`src/rtl/vga_overlay_pkg.sv`:
```
// Shared types for the VGA box overlay: counter/colour widths, bounce direction,
// packed RGB, and the per-axis bounce step used once per frame.
package vga_overlay_pkg;

  localparam int CNT_W   = 12;
  localparam int COLOR_W = 4;

  typedef logic [CNT_W:0] wide_t;

  typedef enum logic {
    DIR_POS = 1'b0,
    DIR_NEG = 1'b1
  } dir_t;

  typedef struct packed {
    logic [COLOR_W-1:0] r;
    logic [COLOR_W-1:0] g;
    logic [COLOR_W-1:0] b;
  } rgb12_t;

  typedef struct packed {
    logic [CNT_W-1:0] pos;
    dir_t             dir;
  } axis_t;

  // limit is the largest legal position (active extent minus box extent)
  function automatic axis_t axis_step(axis_t cur, wide_t limit, wide_t speed);
    axis_t nxt;
    wide_t pos_w;
    nxt   = cur;
    pos_w = wide_t'(cur.pos);
    if (cur.dir == DIR_POS) begin
      if (pos_w + speed >= limit) begin
        nxt.pos = limit[CNT_W-1:0];
        nxt.dir = DIR_NEG;
      end else begin
        nxt.pos = cur.pos + speed[CNT_W-1:0];
      end
    end else begin
      if (pos_w <= speed) begin
        nxt.pos = '0;
        nxt.dir = DIR_POS;
      end else begin
        nxt.pos = cur.pos - speed[CNT_W-1:0];
      end
    end
    return nxt;
  endfunction

endpackage

```
`src/rtl/vga_box_overlay_if.sv`:
```
// Video bundle (sync + 4-bit RGB) between timing generator, overlay and DAC pins.
interface vga_box_overlay_if;
  import vga_overlay_pkg::*;

  logic               hsync;
  logic               vsync;
  logic [COLOR_W-1:0] r;
  logic [COLOR_W-1:0] g;
  logic [COLOR_W-1:0] b;

  modport master (output hsync, vsync, r, g, b);
  modport slave  (input  hsync, vsync, r, g, b);
endinterface

```
`src/rtl/vga_sync_counter.sv`:
```
// Stage 1 of the overlay: input delay registers, sync edge detect and
// pixel/line position counters rebuilt from the sync edges.
module vga_sync_counter
  import vga_overlay_pkg::*;
(
  input  logic             pixel_clock,
  input  logic             reset,
  input  logic             hsync_in,
  input  logic             vsync_in,
  input  rgb12_t           rgb_in,
  output logic             hsync_d,
  output logic             vsync_d,
  output rgb12_t           rgb_d,
  output logic             vs_rise,
  output logic [CNT_W-1:0] x_cnt,
  output logic [CNT_W-1:0] y_cnt
);

  logic hs_rise;

  assign hs_rise = hsync_in & ~hsync_d;
  assign vs_rise = vsync_in & ~vsync_d;

  always_ff @(posedge pixel_clock) begin
    if (reset) begin
      hsync_d <= 1'b0;
      vsync_d <= 1'b0;
      rgb_d   <= '0;
      x_cnt   <= '0;
      y_cnt   <= '0;
    end else begin
      hsync_d <= hsync_in;
      vsync_d <= vsync_in;
      rgb_d   <= rgb_in;
      if (hs_rise)
        x_cnt <= '0;
      else if (x_cnt != '1)
        x_cnt <= x_cnt + 1'b1;
      // frame start wins over the line start that usually coincides with it
      if (vs_rise)
        y_cnt <= '0;
      else if (hs_rise && y_cnt != '1)
        y_cnt <= y_cnt + 1'b1;
    end
  end

endmodule

```
`src/rtl/vga_box_overlay.sv`:
```
// Bouncing solid box drawn over incoming VGA video, 2-cycle sync/colour latency.
// Define VGA_BOX_OVERLAY_BLEND_EN for a 50% translucent box instead of an opaque one.
module vga_box_overlay
  import vga_overlay_pkg::*;
#(
  parameter int unsigned H_START   = 392,
  parameter int unsigned H_ACTIVE  = 1280,
  parameter int unsigned V_START   = 41,
  parameter int unsigned V_ACTIVE  = 1024,
  parameter int unsigned BOX_W     = 64,
  parameter int unsigned BOX_H     = 64,
  parameter int unsigned SPEED     = 4,
  parameter int unsigned INIT_X    = 0,
  parameter int unsigned INIT_Y    = 0,
  parameter logic [11:0] BOX_COLOR = 12'hF80
) (
  input  logic              pixel_clock,
  input  logic              reset,
  input  logic              enable,
  vga_box_overlay_if.slave  video_in,
  vga_box_overlay_if.master video_out,
  output logic [CNT_W-1:0]  box_x,
  output logic [CNT_W-1:0]  box_y,
  output logic [15:0]       frame_count
);

  if (BOX_W > H_ACTIVE || BOX_H > V_ACTIVE) begin : g_bad_box
    $error("vga_box_overlay: box larger than active area");
  end

  localparam wide_t  H_LO    = wide_t'(H_START);
  localparam wide_t  H_HI    = wide_t'(H_START + H_ACTIVE);
  localparam wide_t  V_LO    = wide_t'(V_START);
  localparam wide_t  V_HI    = wide_t'(V_START + V_ACTIVE);
  localparam wide_t  BOX_WW  = wide_t'(BOX_W);
  localparam wide_t  BOX_HW  = wide_t'(BOX_H);
  localparam wide_t  X_LIM   = wide_t'(H_ACTIVE - BOX_W);
  localparam wide_t  Y_LIM   = wide_t'(V_ACTIVE - BOX_H);
  localparam wide_t  SPD     = wide_t'(SPEED);
  localparam rgb12_t BOX_RGB = BOX_COLOR;

  logic             hsync_d, vsync_d, vs_rise;
  rgb12_t           rgb_in, rgb_d, box_rgb, mix_rgb;
  logic [CNT_W-1:0] x_cnt, y_cnt;
  wide_t            x_w, y_w, ax, ay;
  logic             active, inbox;
  axis_t            mx_q, mx_n, my_q, my_n;

  assign rgb_in = {video_in.r, video_in.g, video_in.b};

  vga_sync_counter u_sync (
    .pixel_clock (pixel_clock),
    .reset       (reset),
    .hsync_in    (video_in.hsync),
    .vsync_in    (video_in.vsync),
    .rgb_in      (rgb_in),
    .hsync_d     (hsync_d),
    .vsync_d     (vsync_d),
    .rgb_d       (rgb_d),
    .vs_rise     (vs_rise),
    .x_cnt       (x_cnt),
    .y_cnt       (y_cnt)
  );

`ifdef VGA_BOX_OVERLAY_BLEND_EN
  function automatic logic [COLOR_W-1:0] avg_ch(logic [COLOR_W-1:0] a, logic [COLOR_W-1:0] c);
    return COLOR_W'(({1'b0, a} + {1'b0, c}) >> 1);
  endfunction

  always_comb begin
    box_rgb.r = avg_ch(rgb_d.r, BOX_RGB.r);
    box_rgb.g = avg_ch(rgb_d.g, BOX_RGB.g);
    box_rgb.b = avg_ch(rgb_d.b, BOX_RGB.b);
  end
`else
  assign box_rgb = BOX_RGB;
`endif

  // all position compares are one bit wider than the counters so box+size cannot wrap
  always_comb begin
    x_w    = wide_t'(x_cnt);
    y_w    = wide_t'(y_cnt);
    ax     = x_w - H_LO;
    ay     = y_w - V_LO;
    active = (x_w >= H_LO) && (x_w < H_HI) && (y_w >= V_LO) && (y_w < V_HI);
    inbox  = active
          && (ax >= wide_t'(box_x)) && (ax < wide_t'(box_x) + BOX_WW)
          && (ay >= wide_t'(box_y)) && (ay < wide_t'(box_y) + BOX_HW);
    mix_rgb = '0;
    if (inbox)
      mix_rgb = box_rgb;
    else if (active)
      mix_rgb = rgb_d;
  end

  always_ff @(posedge pixel_clock) begin
    if (reset) begin
      video_out.hsync <= 1'b0;
      video_out.vsync <= 1'b0;
      video_out.r     <= '0;
      video_out.g     <= '0;
      video_out.b     <= '0;
    end else begin
      video_out.hsync <= hsync_d;
      video_out.vsync <= vsync_d;
      {video_out.r, video_out.g, video_out.b} <= mix_rgb;
    end
  end

  // motion only at frame start, which falls in vertical blanking
  always_comb begin
    mx_n = mx_q;
    my_n = my_q;
    if (vs_rise && enable) begin
      mx_n = axis_step(mx_q, X_LIM, SPD);
      my_n = axis_step(my_q, Y_LIM, SPD);
    end
  end

  always_ff @(posedge pixel_clock) begin
    if (reset) begin
      mx_q        <= '{pos: CNT_W'(INIT_X), dir: DIR_POS};
      my_q        <= '{pos: CNT_W'(INIT_Y), dir: DIR_POS};
      frame_count <= '0;
    end else begin
      mx_q <= mx_n;
      my_q <= my_n;
      if (vs_rise)
        frame_count <= frame_count + 1'b1;
    end
  end

  assign box_x = mx_q.pos;
  assign box_y = my_q.pos;

endmodule

```
`src/flat_wrapper.sv`:
```
// flat-port wrapper written by rule: the top's interface ports become plain ports
module vga_box_overlay_flat import vga_overlay_pkg::*;
#(
  parameter int unsigned H_START   = 392,
  parameter int unsigned H_ACTIVE  = 1280,
  parameter int unsigned V_START   = 41,
  parameter int unsigned V_ACTIVE  = 1024,
  parameter int unsigned BOX_W     = 64,
  parameter int unsigned BOX_H     = 64,
  parameter int unsigned SPEED     = 4,
  parameter int unsigned INIT_X    = 0,
  parameter int unsigned INIT_Y    = 0,
  parameter logic [11:0] BOX_COLOR = 12'hF80
)
  (pixel_clock, reset, enable, box_x, box_y, frame_count, video_in_hsync, video_in_vsync, video_in_r, video_in_g, video_in_b, video_out_hsync, video_out_vsync, video_out_r, video_out_g, video_out_b);
  vga_box_overlay_if video_in_i ();
  vga_box_overlay_if video_out_i ();
  input  logic pixel_clock;
  input  logic reset;
  input  logic enable;
  output logic [CNT_W-1:0] box_x;
  output logic [CNT_W-1:0] box_y;
  output logic [15:0] frame_count;
  input wire logic [$bits(video_in_i.hsync)-1:0] video_in_hsync;
  input wire logic [$bits(video_in_i.vsync)-1:0] video_in_vsync;
  input wire logic [$bits(video_in_i.r)-1:0] video_in_r;
  input wire logic [$bits(video_in_i.g)-1:0] video_in_g;
  input wire logic [$bits(video_in_i.b)-1:0] video_in_b;
  output wire logic [$bits(video_out_i.hsync)-1:0] video_out_hsync;
  output wire logic [$bits(video_out_i.vsync)-1:0] video_out_vsync;
  output wire logic [$bits(video_out_i.r)-1:0] video_out_r;
  output wire logic [$bits(video_out_i.g)-1:0] video_out_g;
  output wire logic [$bits(video_out_i.b)-1:0] video_out_b;
  assign video_in_i.hsync = video_in_hsync;
  assign video_in_i.vsync = video_in_vsync;
  assign video_in_i.r = video_in_r;
  assign video_in_i.g = video_in_g;
  assign video_in_i.b = video_in_b;
  assign video_out_hsync = video_out_i.hsync;
  assign video_out_vsync = video_out_i.vsync;
  assign video_out_r = video_out_i.r;
  assign video_out_g = video_out_i.g;
  assign video_out_b = video_out_i.b;
  vga_box_overlay #(.H_START(H_START), .H_ACTIVE(H_ACTIVE), .V_START(V_START), .V_ACTIVE(V_ACTIVE), .BOX_W(BOX_W), .BOX_H(BOX_H), .SPEED(SPEED), .INIT_X(INIT_X), .INIT_Y(INIT_Y), .BOX_COLOR(BOX_COLOR)) u_core (.pixel_clock(pixel_clock), .reset(reset), .enable(enable), .video_in(video_in_i), .video_out(video_out_i), .box_x(box_x), .box_y(box_y), .frame_count(frame_count));
endmodule
```
`config.mk`:
```
export PLATFORM = sky130hd
export DESIGN_NAME = vga_box_overlay_flat
export DESIGN_NICKNAME = d
export VERILOG_FILES = /design/src/rtl/vga_overlay_pkg.sv /design/src/rtl/vga_box_overlay_if.sv /design/src/rtl/vga_sync_counter.sv /design/src/rtl/vga_box_overlay.sv /design/src/flat_wrapper.sv
export SDC_FILE = /design/constraint.sdc
export NUM_CORES = 1
export LEC_CHECK = 0
export ABC_AREA = 1
export ABC_CLOCK_PERIOD_IN_PS = 4800
export CAP_MARGIN = 20
export CORE_UTILIZATION = 35
export CTS_BUF_LIST = sky130_fd_sc_hd__clkbuf_4 sky130_fd_sc_hd__clkbuf_8
export CTS_CLUSTER_DIAMETER = 120
export DETAILED_ROUTE_END_ITERATION = 8
export GPL_TIMING_DRIVEN = 0
export PLACE_DENSITY = 0.61
export SYNTH_ARGS = -nofsm -noshare
export SYNTH_HDL_FRONTEND = slang
export SYNTH_HIERARCHICAL = 1
export SYNTH_SLANG_ARGS = --single-unit
```
`constraint.sdc`:
```
create_clock -name pixel_clock -period 4.8 [get_ports pixel_clock]
set_input_delay 0.96 -clock pixel_clock [delete_from_list [all_inputs] [get_ports pixel_clock]]
set_output_delay 0.96 -clock pixel_clock [all_outputs]
set_load 0.03 [all_outputs]
```
Yosys cells after proc, flatten, opt, wreduce, memory -nomap -nowiden
Index checks and enable logic that the tools add are counted.
Widths: inputs -> output; s select.
{"block": "word_totals", "ff_bits": 94, "input_bits": 17, "output_inout_bits": 54, "wordCells": 74}
{"block": "op_classes", "n_addsub": 13, "order_cmp": 12, "n_eq_ne": 2, "muxes": 12, "n_bitwise": 5, "reduce_logical": 12}
{"cell": "$mux 12", "count": 6}
{"cell": "$add 12x3->13 const B", "count": 2}
{"cell": "$add 12x7->13 const B", "count": 2}
{"cell": "$ge 13x12->1", "count": 2}
{"cell": "$lt 13x13->1", "count": 2}
{"cell": "$mux 13", "count": 2}
{"cell": "$add 12x1->12 const B", "count": 2}
{"cell": "$add 12x3->12 const B", "count": 2}
{"cell": "$le 12x3->1 const B", "count": 2}
{"cell": "$lt 12x11->1 const B", "count": 2}
{"cell": "$ne 12x12->1 const B", "count": 2}
{"cell": "$sub 12x3->12 const B", "count": 2}
{"cell": "$add 16x1->16 const B", "count": 1}
{"cell": "$ge 13x10->1 const B", "count": 1}
{"cell": "$ge 13x11->1 const B", "count": 1}
{"cell": "$sub 12x6->13 const B", "count": 1}
{"cell": "$sub 12x9->13 const B", "count": 1}
{"cell": "$ge 12x6->1 const B", "count": 1}
{"cell": "$ge 12x9->1 const B", "count": 1}
{"cell": "$logic_and 1x1->1", "count": 9}
{"cell": "$mux 1", "count": 4}
{"cell": "$reduce_or 2->1", "count": 2}
{"cell": "$not 1->1", "count": 3}
{"cell": "$reduce_or 3->1", "count": 1}
{"cell": "$and 1x1->1", "count": 2}

Logic depth before layout (Yosys ltp)
{"block": "depth", "depth_word": 9, "depth_mapped": 18, "ltp_nobuf": 18}

Cells and area by module
Netlist, hierarchy kept.
{"module": "vga_box_overlay", "n_inst": 1, "cells_each": 687, "area_per_inst_um2": 4665.7}
{"module": "vga_sync_counter", "n_inst": 1, "cells_each": 232, "area_per_inst_um2": 1691.6}

Worst setup path before layout
Ideal clock, no wire load.
{"block": "synth_timing", "path_type": "flip-flop to flip-flop", "from": "register u_core.u_sync.y_cnt[0]", "to": "register u_core.video_out.b[0]", "arrival_time_ns": 2.414, "t_required_ns": 4.689, "setup_slack_ns": 2.274, "stages_incl_launch_ff": 16, "cell_sequence": "dfxtp_1 inv_1 ha_1 a21oi_2 nand2_1 nand3_1 xor2_1 ha_1 a21oi_1 nor2_1 a211oi_1 o21ai_0 nor2_1 nand4_4 nand2_4 nor2_1"}
{"block": "synth_between", "elab_chain_len": 8}
{"element": "start: declaration", "line": "vga_sync_counter.sv:16", "text": "output logic [CNT_W-1:0] y_cnt"}
{"element": "start signal: assignment", "line": "vga_sync_counter.sv:43", "text": "y_cnt <= y_cnt + 1'b1;"}
{"element": "branches (longest 7 deep; another with $sub 12x6->13)"}
{"element": "$reduce_or 3->1 (no line) *"}
{"element": "end signal: assignment", "line": "vga_box_overlay.sv:106", "text": "{video_out.r, video_out.g, video_out.b} <= mix_rgb;"}
{"element": "end: declaration", "line": "vga_box_overlay_if.sv:11", "text": "modport master (output hsync, vsync, r, g, b);"}
Mark *: on every way between the ends.
A chain may end at the register's enable or synchronous reset.

Worst setup path after layout
{"block": "layout_timing", "from": "input port video_in_vsync", "to": "register u_core.frame_count[12]"}
{"block": "layout_between", "elab_chain_len": 1}
{"element": "start: declaration", "line": "flat_wrapper.sv:25", "text": "input wire logic [$bits(video_in_i.vsync)-1:0] video_in_vsync;"}
{"element": "$and 1x1->1", "line": "vga_sync_counter.sv:22", "text": "assign vs_rise = vsync_in & ~vsync_d;"}
{"element": "named net u_core.vs_rise", "line": "vga_box_overlay.sv:42", "text": "logic hsync_d, vsync_d, vs_rise;"}
{"element": "end signal: assignment", "line": "vga_box_overlay.sv:129", "text": "frame_count <= frame_count + 1'b1;"}
{"element": "end: declaration", "line": "vga_box_overlay.sv:24", "text": "output logic [15:0] frame_count"}
The timed path passes the listed nets, and every way through them passes these cells.

==> implementation parameters <==
Parameter                              Value

Status
  Result of the run    completed

Detailed routing
  Detailed router's first-iteration violation count    between 300 and 400
  Detailed Routing Iterations Pass 1    6
  DRC violation count after routing    0
  Detailed-route wire length per cell    around 12 microns
  Detail Route Antenna Nets    0
  Post-detailed-route via-to-cell ratio    around 4.8
  Via count of the routed design    approximately 5,900
  Final wirelength    ~15,000 microns

Synth
  Cell area after technology mapping    around 0.0064 sq mm
  Share of the synthesized area in the top cell type    28.34%
  Cells after Synth    approximately 920
  Register bit count reported by yosys    90
  Number of distinct library cell variants in the gate-level netlist after synthesis    45
  Mean Syn Cell Area    6.918 sq um
  Async SR Flop Fraction    0%
  Number of enable-type register cells in the synthesized netlist    0
  Most instantiated library cell after synthesis    sky130_fd_sc_hd__nand2_1
  Seq/Total Area, Yosys    28.34%
  Main synth FF type    sky130_fd_sc_hd__dfxtp_1
  Synth top area cells    sky130_fd_sc_hd__dfxtp_1 28%, sky130_fd_sc_hd__ha_1 10%, sky130_fd_sc_hd__nand2_1 8.8%
  Most frequent cells after synthesis    149 x sky130_fd_sc_hd__nand2_1, 132 x sky130_fd_sc_hd__inv_1, 104 x sky130_fd_sc_hd__nor2_1, 90 x sky130_fd_sc_hd__dfxtp_1, 64 x sky130_fd_sc_hd__a21oi_1
  Largest area contributor in the netlist    sky130_fd_sc_hd__dfxtp_1
  Number of warnings printed during yosys synthesis    6

Timing
  Fraction of the cycle the final worst path needs    ~64%
  Hold Worst Slack    roughly 410 ps
  Final Slew Violations    0
  Count of final setup violators    0
  Transition time of the tightest slew-check pin    ~820 ps
  Min cycle time layout    around 3000 ps
  Rel. slew slack    a little under half
  Setup repair after global routing missed its margin    no
  Number of hold-slack violations in the final timing report    0
  Clock skew    between 15 and 20 ps
  Total negative slack for setup checks    0 ps
  Highest achievable clock rate    between 0.3 and 0.4 GHz

CTS
  TritonCTS clock tree    built
  CTS max path bufs    2
  Number of sinks driven by the clock tree    90
  Number of gates given a new drive strength after cts    0
  Hold Buf Count CTS    0
  Number of buffers added by the clock tree synthesis step    9
  Number of setup buffers added after CTS    0
  Clock edge transition at the registers on the reported setup and hold paths    around 100 ps
  Clock latency at the later pin of the worst-skew pair    around 380 ps
  Root cell of the clock tree    sky130_fd_sc_hd__clkbuf_8
  Max H-tree Level    3

Critical path
  CP Capture Type    flop
  Critical path endpoint    u_core/frame_count[12]
  FF-to-FF path depth    15
  Arrival time of the worst setup path    roughly 3300 ps
  Capturing point of the worst reg2reg path    u_core/video_out.b[2]
  Most common cell type on the critical path    sky130_fd_sc_hd__nor2_1
  Largest fanout on the critical path    9
  Critical path depth    12
  Crit-path leading delay family    simple AND/OR/NAND/NOR gates
  Max incr delay on CP    620 ps
  Startpoint type of the worst setup path    input port
  Setup slack on the worst flop-to-flop path    1800 ps
  CP required    just over 5000 ps
  Reg2reg start    u_core/u_sync/y_cnt[0]
  Master of the slowest instance on the critical path    sky130_fd_sc_hd__nor2_1
  Number of buffers and inverters on the critical path    3
  Worst path cell trace    clkdlybuf4s50_1 > inv_1 > nor2_1 > nand3_1 > inv_1 > and3_1 > nand2_1 > nor2_1 > nand3_1 > nor2_2 > xor2_1 > nor2_1
  Critical path start-end classification    input port to flop
  Worst Setup SP    video_in_vsync

Global routing
  Total routing usage reported by global routing    between 10% and 20%
  Largest net degree at the start of global routing    20
  Global-route wire length before repair    24,320 microns
  Antenna violations before repair    0
  Via count of the first global-routing pass    5,092
  Congestion Overflow GR    0

Final layout
  Diode insertion count for antenna repair    0
  Share of final-layout standard cells stronger than drive strength 1    roughly a tenth
  Post-layout nets    between 1,000 and 1,500
  Fill cell total of the finished layout    1,835
  Area growth from synthesis to final layout    18.22%
  Final core utilization    42.86%
  Total area of multi-input combinational cells    about 0.0038 sq mm
  Sequential cell area in the final layout    between 0.0015 and 0.002 sq mm

Run
  Number of maximum-capacitance constraint violations    0

Floorplanning
  Area inside the core boundary    0.01754 sq mm
  # IOs    between 70 and 80
  Floorplan die height    136.8 microns
  Starting density of the core    36.25%
  Standard-cell row count    48
  Die ar.    around 0.019 sq mm
  Horizontal die dimension    around 140 microns

Power
  PnR Total Power    around 1.6 mW
  PD cells    between 200 and 250 mW/mm^2
  Leakage power of the design    3.233 nW
  Worst voltage drop across the vdd grid    between 0.15 and 0.2 mV

Placement
  Number of buffers inserted by port buffering    66
  Routability-driven placement congestion ratio    ~0.86
  Sum of net half-perimeters after detailed placement    11,640 microns

Hold path
  Worst Hold Class    flop to flop
## worst min-delay path by stage
stage	start	to	slack, ps	cells past startpoint
floorplan	u_core/u_sync/rgb_d[0]	u_core/video_out.b[0]	390	2
global placement	u_core/u_sync/rgb_d[2]	u_core/video_out.b[2]	400	2
detailed placement	u_core/u_sync/rgb_d[0]	u_core/video_out.b[0]	400	2
CTS	u_core/u_sync/rgb_d[3]	u_core/video_out.b[3]	420	2
global route	u_core/u_sync/vsync_d	u_core/video_out.vsync	440	2
finish	u_core/u_sync/rgb_d[3]	u_core/video_out.b[3]	410	2
## report_power, final
group          switching, mW  internal [mW]  leakage, nW
logic                  0.191          0.129         2.40
registers             0.0275          0.769        0.733
clock network          0.320          0.209        0.104
total                  0.538           1.11         3.23
## worst register-to-register path, cell delays in order, from the launching register on
cell and delay [ps]:
sky130_fd_sc_hd__dfxtp_1 440, sky130_fd_sc_hd__inv_1 100, sky130_fd_sc_hd__ha_1 240, sky130_fd_sc_hd__a21oi_2 240
sky130_fd_sc_hd__nand2_1 140, sky130_fd_sc_hd__nand3_1 110, sky130_fd_sc_hd__xor2_1 240, sky130_fd_sc_hd__ha_1 290
sky130_fd_sc_hd__a21oi_1 150, sky130_fd_sc_hd__nor2_1 50, sky130_fd_sc_hd__a211oi_1 200, sky130_fd_sc_hd__o21ai_0 130
sky130_fd_sc_hd__nor2_1 200, sky130_fd_sc_hd__nand4_4 190, sky130_fd_sc_hd__nand2_4 150, sky130_fd_sc_hd__nor2_1 50
## cell families after synthesis
family                   after synthesis  share of synthesized area, %
AO/OA/AOI/OAI                        136                         11.71
adder cells (fa/ha/maj)               51                         10.04
AND/OR/NAND/NOR                      411                         30.98
buffers and inverters                185                         12.67
flip-flops                            90                         28.34
XOR/XNOR                              45                         6.199
other                                  1                       0.05899
## layer usage
| layer | vias up | global-route usage [%] | routed length [microns] |
|---|---|---|---|
| met1 | 2622 | 22.71 | 7323 |
| li1 | 3136 | - | - |
| met5 | - | 0 | 0 |
| met4 | 0 | 4.396 | 178 |
| met3 | 14 | 3.111 | 558 |
| met2 | 109 | 25.80 | 6627 |
## stage by stage
stage	worst slack, ps	cell area, sq um	instances
floorplan	2274	6369	922
global placement	1314	7311	1213
detailed placement	1304	7311	1213
CTS	1716	7516	1229
global route	1437	7516	1229
finish	1723	7516	1229
## final cells by class
cell class	instances	area share (%)
inverter	144	7.192
clock buffer	9	1.648
buffer	41	3.529
clock inverter	7	1.082
timing repair buffer	66	8.790
sequential	90	23.97
tap	225	3.746
multi-input combinational	647	50.04
## cells in the final DEF (no fill, tap or decap), drive strengths merged, types with 5 or more instances in the layout
cell type and count:
nand3b 5, dfxtp 90, nand3 64, ha 51, or2 5, nand2 159
nand4 29, nor2 120, inv 147, a21oi 67, xor2 41, nor3b 5
nor3 20, o21ai 43, clkbuf 18, clkdlybuf4s50 66, buf 32, a31oi 10
## state kept, by name (all words and copies together) (netlist names), 4 cells and up
| signal | flops |
|---|---|
| u_core/video_out.b | 4 |
| u_core/video_out.g | 4 |
| u_core/box_x | 10 |
| u_core/u_sync/x_cnt | 12 |
| u_core/box_y | 10 |
| u_core/video_out.r | 4 |
| u_core/u_sync/y_cnt | 12 |
| u_core/u_sync/rgb_d | 12 |
| u_core/frame_count | 16 |
No activity file was read; power rests on OpenSTA's default activity.
